## src/rtl/uart_tx_arbiter.sv

```systemverilog
// uart_tx_arbiter: round-robin arbiter sharing one 8N1 UART transmitter between two byte requesters
module uart_tx_arbiter #(
   parameter int CLKS_PER_BIT = 434
) (
   input  logic       clk,
   input  logic       resetn,
   input  logic       req0_valid,
   input  logic [7:0] req0_data,
   output logic       req0_ready,
   input  logic       req1_valid,
   input  logic [7:0] req1_data,
   output logic       req1_ready,
   output logic       tx,
   output logic       busy,
   output logic       grant_id
);
   localparam int TW = $clog2(CLKS_PER_BIT);
   localparam logic [TW-1:0] LAST = TW'(CLKS_PER_BIT - 1);

   typedef enum logic [1:0] {IDLE, START, DATA, STOP} state_t;

   state_t        state, state_d;
   logic [TW-1:0] timer, timer_d;
   logic [2:0]    idx, idx_d;
   logic [7:0]    shreg, shreg_d;
   logic          tx_d, grant_d, last_grant, last_d;
   logic          g0, g1, hs0, hs1, bit_end;

   // with both valid, the requester that did not win last time is granted
   assign g0 = req0_valid && (!req1_valid || last_grant);
   assign g1 = req1_valid && (!req0_valid || !last_grant);
   assign req0_ready = (state == IDLE) && g0 && resetn;
   assign req1_ready = (state == IDLE) && g1 && resetn;
   assign hs0 = req0_valid && req0_ready;
   assign hs1 = req1_valid && req1_ready;
   assign busy = state != IDLE;
   assign bit_end = timer == LAST;

   always_comb begin
      state_d = state;
      timer_d = bit_end ? '0 : timer + 1'b1;
      idx_d   = idx;
      shreg_d = shreg;
      grant_d = grant_id;
      last_d  = last_grant;
      case (state)
         IDLE: begin
            timer_d = '0;
            if (hs0 || hs1) begin
               state_d = START;
               shreg_d = hs1 ? req1_data : req0_data;
               grant_d = hs1;
               last_d  = hs1;
            end
         end
         START: if (bit_end) begin
            state_d = DATA;
            idx_d   = '0;
         end
         DATA: if (bit_end) begin
            shreg_d = shreg >> 1;
            idx_d   = idx + 1'b1;
            if (idx == 3'd7) state_d = STOP;
         end
         STOP: if (bit_end) state_d = IDLE;
         default: state_d = IDLE;
      endcase
      // tx is registered, so it is derived from the upcoming state
      tx_d = (state_d == START) ? 1'b0 : (state_d == DATA) ? shreg_d[0] : 1'b1;
   end

   always_ff @(posedge clk or negedge resetn) begin
      if (!resetn) begin
         state      <= IDLE;
         timer      <= '0;
         idx        <= '0;
         shreg      <= '0;
         tx         <= 1'b1;
         grant_id   <= 1'b0;
         last_grant <= 1'b1;
      end else begin
         state      <= state_d;
         timer      <= timer_d;
         idx        <= idx_d;
         shreg      <= shreg_d;
         tx         <= tx_d;
         grant_id   <= grant_d;
         last_grant <= last_d;
      end
   end
endmodule

```

## config.mk

```make
export PLATFORM = sky130hd
export DESIGN_NAME = uart_tx_arbiter
export DESIGN_NICKNAME = d
export VERILOG_FILES = /design/src/rtl/uart_tx_arbiter.sv
export SDC_FILE = /design/constraint.sdc
export NUM_CORES = 1
export LEC_CHECK = 0
export BUFFER_PORTS_ARGS = -buffer_cell sky130_fd_sc_hd__buf_4
export CORE_ASPECT_RATIO = 1.5
export CORE_MARGIN = 1.5
export CORE_UTILIZATION = 54
export CTS_CLUSTER_DIAMETER = 30
export CTS_CLUSTER_SIZE = 16
export DETAILED_ROUTE_END_ITERATION = 16
export PLACE_DENSITY = 0.87
export SETUP_SLACK_MARGIN = 0.05
export SYNTH_ARGS = -nofsm -noshare
export SYNTH_HDL_FRONTEND = slang
export SYNTH_SLANG_ARGS = --single-unit
```

## constraint.sdc

```tcl
create_clock -name clk -period 1.9 [get_ports clk]
set_input_delay 0.38 -clock clk [delete_from_list [all_inputs] [get_ports clk]]
set_output_delay 0.38 -clock clk [all_outputs]
set_load 0.05 [all_outputs]
```

**Yosys cells after proc, flatten, opt, wreduce, memory -nomap -nowiden**

Index checks and enable logic that the tools add are counted.

- Add/subtract/negate cells: 2
- Equal/unequal tests: 10
- Multiplexer cells: 17
- Reductions and logical operators: 21

Operators by type and width:

| operator | number |
|---|---|
| 8-bit two-way mux | 3 |
| 9-bit two-way mux | 2 |
| 8-bit one-hot mux with 2 select lines | 1 |
| 2-bit two-way mux | 5 |
| 9-bit by 1-bit adder with 9-bit output (second input constant) | 1 |
| 9-bit equality test (second input constant) | 1 |
| 1-bit logical AND | 8 |
| 2-bit one-hot mux with 4 select lines | 1 |
| 2-bit equality test (second input constant) | 3 |
| 3-bit two-way mux | 2 |
| 3-bit one-hot mux with 2 select lines | 1 |
| 3-bit AND reduction | 2 |
| 2-bit nonzero test | 3 |
| 2-bit by 1-bit equality test with 1-bit output (second input constant) | 2 |
| 2-bit != test (second input constant) | 2 |
| 3-bit by 1-bit adder with 3-bit output (second input constant) | 1 |
| 3-bit equality test (second input constant) | 1 |
| 1-bit zero test | 3 |
| 1-bit logical OR | 3 |
| 2-bit zero test | 1 |
| 1-bit two-way mux | 2 |
| 2-bit by 1-bit != test with 1-bit output (second input constant) | 1 |
| 2-bit AND reduction | 1 |

- Register bits after elaboration: 25
- Output and inout port bits: 5

**Logic depth before layout (Yosys ltp)**

- Depth in word-level cells: 12
- Mapped depth: 7
- Depth with buffers taken out: 6

**Worst setup path before layout**

OpenSTA, ideal clock, no wires.

- Path type: flip-flop to output port
- From: register state[1]
- To: output req1_ready
- Data arrival time: 1.395 ns
- Required time: 1.520 ns
- Slack: 0.125 ns
- Cell stages (with the launch flop): 5
- Buffers on the path: 1
- Path through: dfrtp_1 > buf_4 > nor3b_2 > nand2_2 > inv_1

- Word-level cells in the longest chain between the ends: 3

RTL lines:

| what | line | RTL |
|---|---|---|
| from (decl) | 22 | `state_t state, state_d;` |
| from (signal assigned) | 82 | `state <= state_d;` |
| 2-bit zero test | 33 | `assign req1_ready = (state == IDLE) && g1 && resetn;` |
| 1-bit logical AND (2 in series) | 33 |  |
| to (decl) | 12 | `output logic req1_ready,` |

No other way between the ends.

**Final worst setup path**

- From: register state[1]
- To: output req0_ready

- Word-level cells in the longest chain between the ends: 3

RTL lines:

| what | line | RTL |
|---|---|---|
| 2-bit zero test | 32 | `assign req0_ready = (state == IDLE) && g0 && resetn;` |
| 1-bit logical AND (2 in series) | 32 |  |
| to (decl) | 9 | `output logic req0_ready,` |

No other way between the ends.

==> summary.txt <==
CTS HTree Levels - 1
Combinational fraction of design power - 29.8%
# fillers - 190
Final Critical Period - 1800 ps
Drt first-iter violations - 48
NetSw - 503 µW
Clk buf depth - 2
Sw frac - 34.3%
IO Port Bufs - 24
Post-CTS Hold Fix Bufs - 0
CTS root buf - clkbuf_4
Critical Path RT - 1520 ps
Placer congestion estimate - 0.836
TritonCTS Sinks - 25
Drt first pass iters - 4
Layout area overhead - 19.8%
Overall Global Routing Usage - 23.6%
Final setup fails - 0
Final Skew - 7.80 ps
IO Pins - 25
Setup CP Type - flip-flop to primary output
Initial antenna violation count - 0
FMAX - 554 MHz
Post-route setup slack - 96.5 ps
Syn Nets - 157
Slew Viols, Final - 0
Final hold vios - 0
N_diodes - 0
Layout cells sized above 1 - 29.3%
Vias per Instance - 5.92
Post-route ant nets - 0
Reg-to-Reg Start - timer[1]$_DFF_PN0_
DR WL/cell - 16.1 µm
Reg clk slew, reported paths - 130 ps
Hold Path Class - input port to async pin
Clk network pwr share - 16.4%
Mean Syn Cell Area - 10.3 µm²
Flop pwr share - 53.8%
Tightest Pin Transition - 331 ps
Synth unique cells - 34
Outcome - complete, no violations
Layout Utilization - 68.0%
Die Ht - 64.8 µm
Worst r2r dst - shreg[5]$_DFFE_PN0P_
First-pass GRT wire length - 4900 µm
TritonCTS clock tree - yes
Pint - 963 µW
CP Max Fanout - 3
Syn Inst Count - 133
Core area - 2420 µm²
Pre-CTS setup slack - 179 ps
Hold Slack - 20.1 ps
Worst-Skew Late Latency - 330 ps
Syn Std Cell Area - 1380 µm²
IR Drop Worst-Case VDD - 0.673 mV
Num rows - 22
DRT Wirelength - 3020 µm
Pwr dens - 890 nW/µm²
FF+latch count, synth - 25
Crit. End Element - primary output
Max-cap violations - 0
Setup TNS - 0 ps
CP startpoint kind - flip-flop
Ys Warns - 0
Total Die Area - 2860 µm²
CP Data Arrival Time - 1420 ps
Largest net degree at the start of global routing - 27
Nets - 189
Worst reg2reg path depth - 6
Crit path to - req0_ready
RSZ-0062 raised after global routing - yes
Register area share after synthesis - 45.7%
Worst slew margin - 78.0%
Vias in the first global route - 1186
Worst Setup SP - state[1]$_DFF_PN0_
Die width - 44.2 µm
Vias - 1113
Initial Util - 56.8%
Remaining global-route overflow - 0
Post-DP HPWL - 2320 µm
DRC Markers - 0
R2R Setup Slk - 160 ps
Period utilization - 94.9%
Leakage Power - 0.000831 µW
Total CTS buffers - 3
-- layer usage --
metal  vias up  share of wire (%)  GRT usage, %
li1        521                  -             -
met1       539                 34          21.8
met2        38                 56          44.3
met3        15                4.7          2.51
met4         0                4.8          17.4
met5         -                  0             0
-- per-stage QoR --
| step | power (µW) | instance area, µm² | std cells |
|---|---|---|---|
| floorplan | 1080 | 1380 | 133 |
| global placement | 1200 | 1600 | 183 |
| detailed placement | 1230 | 1600 | 183 |
| CTS | 1470 | 1640 | 188 |
| global route | 1540 | 1650 | 188 |
| finish | 1470 | 1650 | 188 |
-- cells in the final DEF, fill, tap and decap left out, types with 2 or more instances in the layout --
master / netlist / routed
a22o_1: 4 / 4
a21oi_1: 2 / 2
buf_4: 2 / 28
nand2_2: 3 / 3
clkbuf_4: 0 / 3
nand2_1: 15 / 15
o221ai_1: 6 / 6
ha_1: 4 / 4
mux2i_1: 8 / 8
xnor2_1: 6 / 6
nor2_1: 12 / 12
nor3_1: 4 / 4
nand2b_1: 3 / 3
inv_1: 11 / 10
buf_6: 1 / 3
dfstp_2: 2 / 2
xor2_1: 2 / 2
nand3_1: 4 / 4
dfrtp_1: 23 / 23
o21ai_0: 4 / 4
-- cell type report --
| class | count | area [µm²] | area share (%) |
|---|---|---|---|
| Clock buffer | 4 | 26.3 | 1.59 |
| Tap cell | 24 | 30.0 | 1.82 |
| Multi-Input combinational cell | 93 | 678 | 41.2 |
| Inverter | 11 | 41.3 | 2.51 |
| Timing Repair Buffer | 31 | 244 | 14.8 |
| Sequential cell | 25 | 628 | 38.1 |
-- cells in the mapped netlist --
| cell | count | area share [%] |
|---|---|---|
| dfstp_2 | 2 | 3.8 |
| a21oi_1 | 2 | 0.73 |
| buf_4 | 2 | 1.1 |
| nand2_1 | 15 | 4.1 |
| o21ai_4 | 1 | 1.2 |
| dfrtp_1 | 23 | 42 |
| mux2i_1 | 8 | 5.8 |
| a221o_1 | 1 | 0.73 |
| nor3_1 | 4 | 1.5 |
| buf_6 | 1 | 0.82 |
| nor3b_2 | 1 | 0.91 |
| nand3_1 | 4 | 1.5 |
| a21boi_0 | 2 | 1.1 |
| xnor2_1 | 6 | 3.8 |
| nand4_1 | 1 | 0.46 |
| mux2_2 | 1 | 0.82 |
| and3_1 | 1 | 0.46 |
| o21ai_0 | 4 | 1.5 |
| nand2_2 | 3 | 1.4 |
| nor3_4 | 1 | 1.2 |
| or2_1 | 1 | 0.46 |
| nor2_1 | 12 | 3.3 |
| a22oi_1 | 1 | 0.55 |
| or2_2 | 2 | 0.91 |
| a22o_1 | 4 | 2.5 |
| o221ai_1 | 6 | 3.8 |
| inv_1 | 11 | 3.0 |
| clkbuf_1 | 1 | 0.27 |
| ha_1 | 4 | 3.6 |
| xor2_1 | 2 | 1.3 |
| nand4b_4 | 1 | 1.7 |
| a211oi_1 | 1 | 0.55 |
| nand2b_1 | 3 | 1.4 |
| nand4bb_4 | 1 | 2.0 |
-- worst min path at each step --
stage	startpoint	to	cells after the start
global route	resetn	shreg[4]$_DFFE_PN0P_	2
global placement	resetn	grant_id$_DFFE_PN0P_	2
detailed placement	resetn	grant_id$_DFFE_PN0P_	2
finish	resetn	grant_id$_DFFE_PN0P_	2
CTS	resetn	grant_id$_DFFE_PN0P_	2
floorplan	resetn	grant_id$_DFFE_PN0P_	0
-- worst max-delay path: stages, from the launching register on --
cell,delay (ps)
dfrtp_1,440
nor3b_2,230
nand3_1,150
inv_1,120
buf_6,160
-- power groups by stage --
stage,clock network [µW],logic (µW),registers (µW)
floorplan,0,279,799
global placement,0,412,785
detailed placement,0,430,798
CTS,242,439,786
global route,257,481,807
finish,241,437,789
-- kinds of logic after synthesis --
group           synth area share [%]
buf+inv                         5.19
mux                             6.64
flops                           45.7
simple gates                    21.1
xor+xnor                        5.10
compound gates                  12.6
fa+ha+maj                       3.64
-- sequential cells by signal, indices dropped and copies added, names as in the netlist --
| name | count |
|---|---|
| idx | 3 |
| timer | 9 |
| state | 2 |
| shreg | 8 |
| tx | 1 |
| grant_id | 1 |
| last_grant | 1 |
-- repair_timing --
action | 4_1_cts | 5_1_grt
setup buffers | 1 | 0
gates cloned | 0 | 0
resized for setup | 1 | 5
pin swaps | 1 | 1
setup endpoints to repair | 2 | 3
No activity file was read; power rests on OpenSTA's default activity.
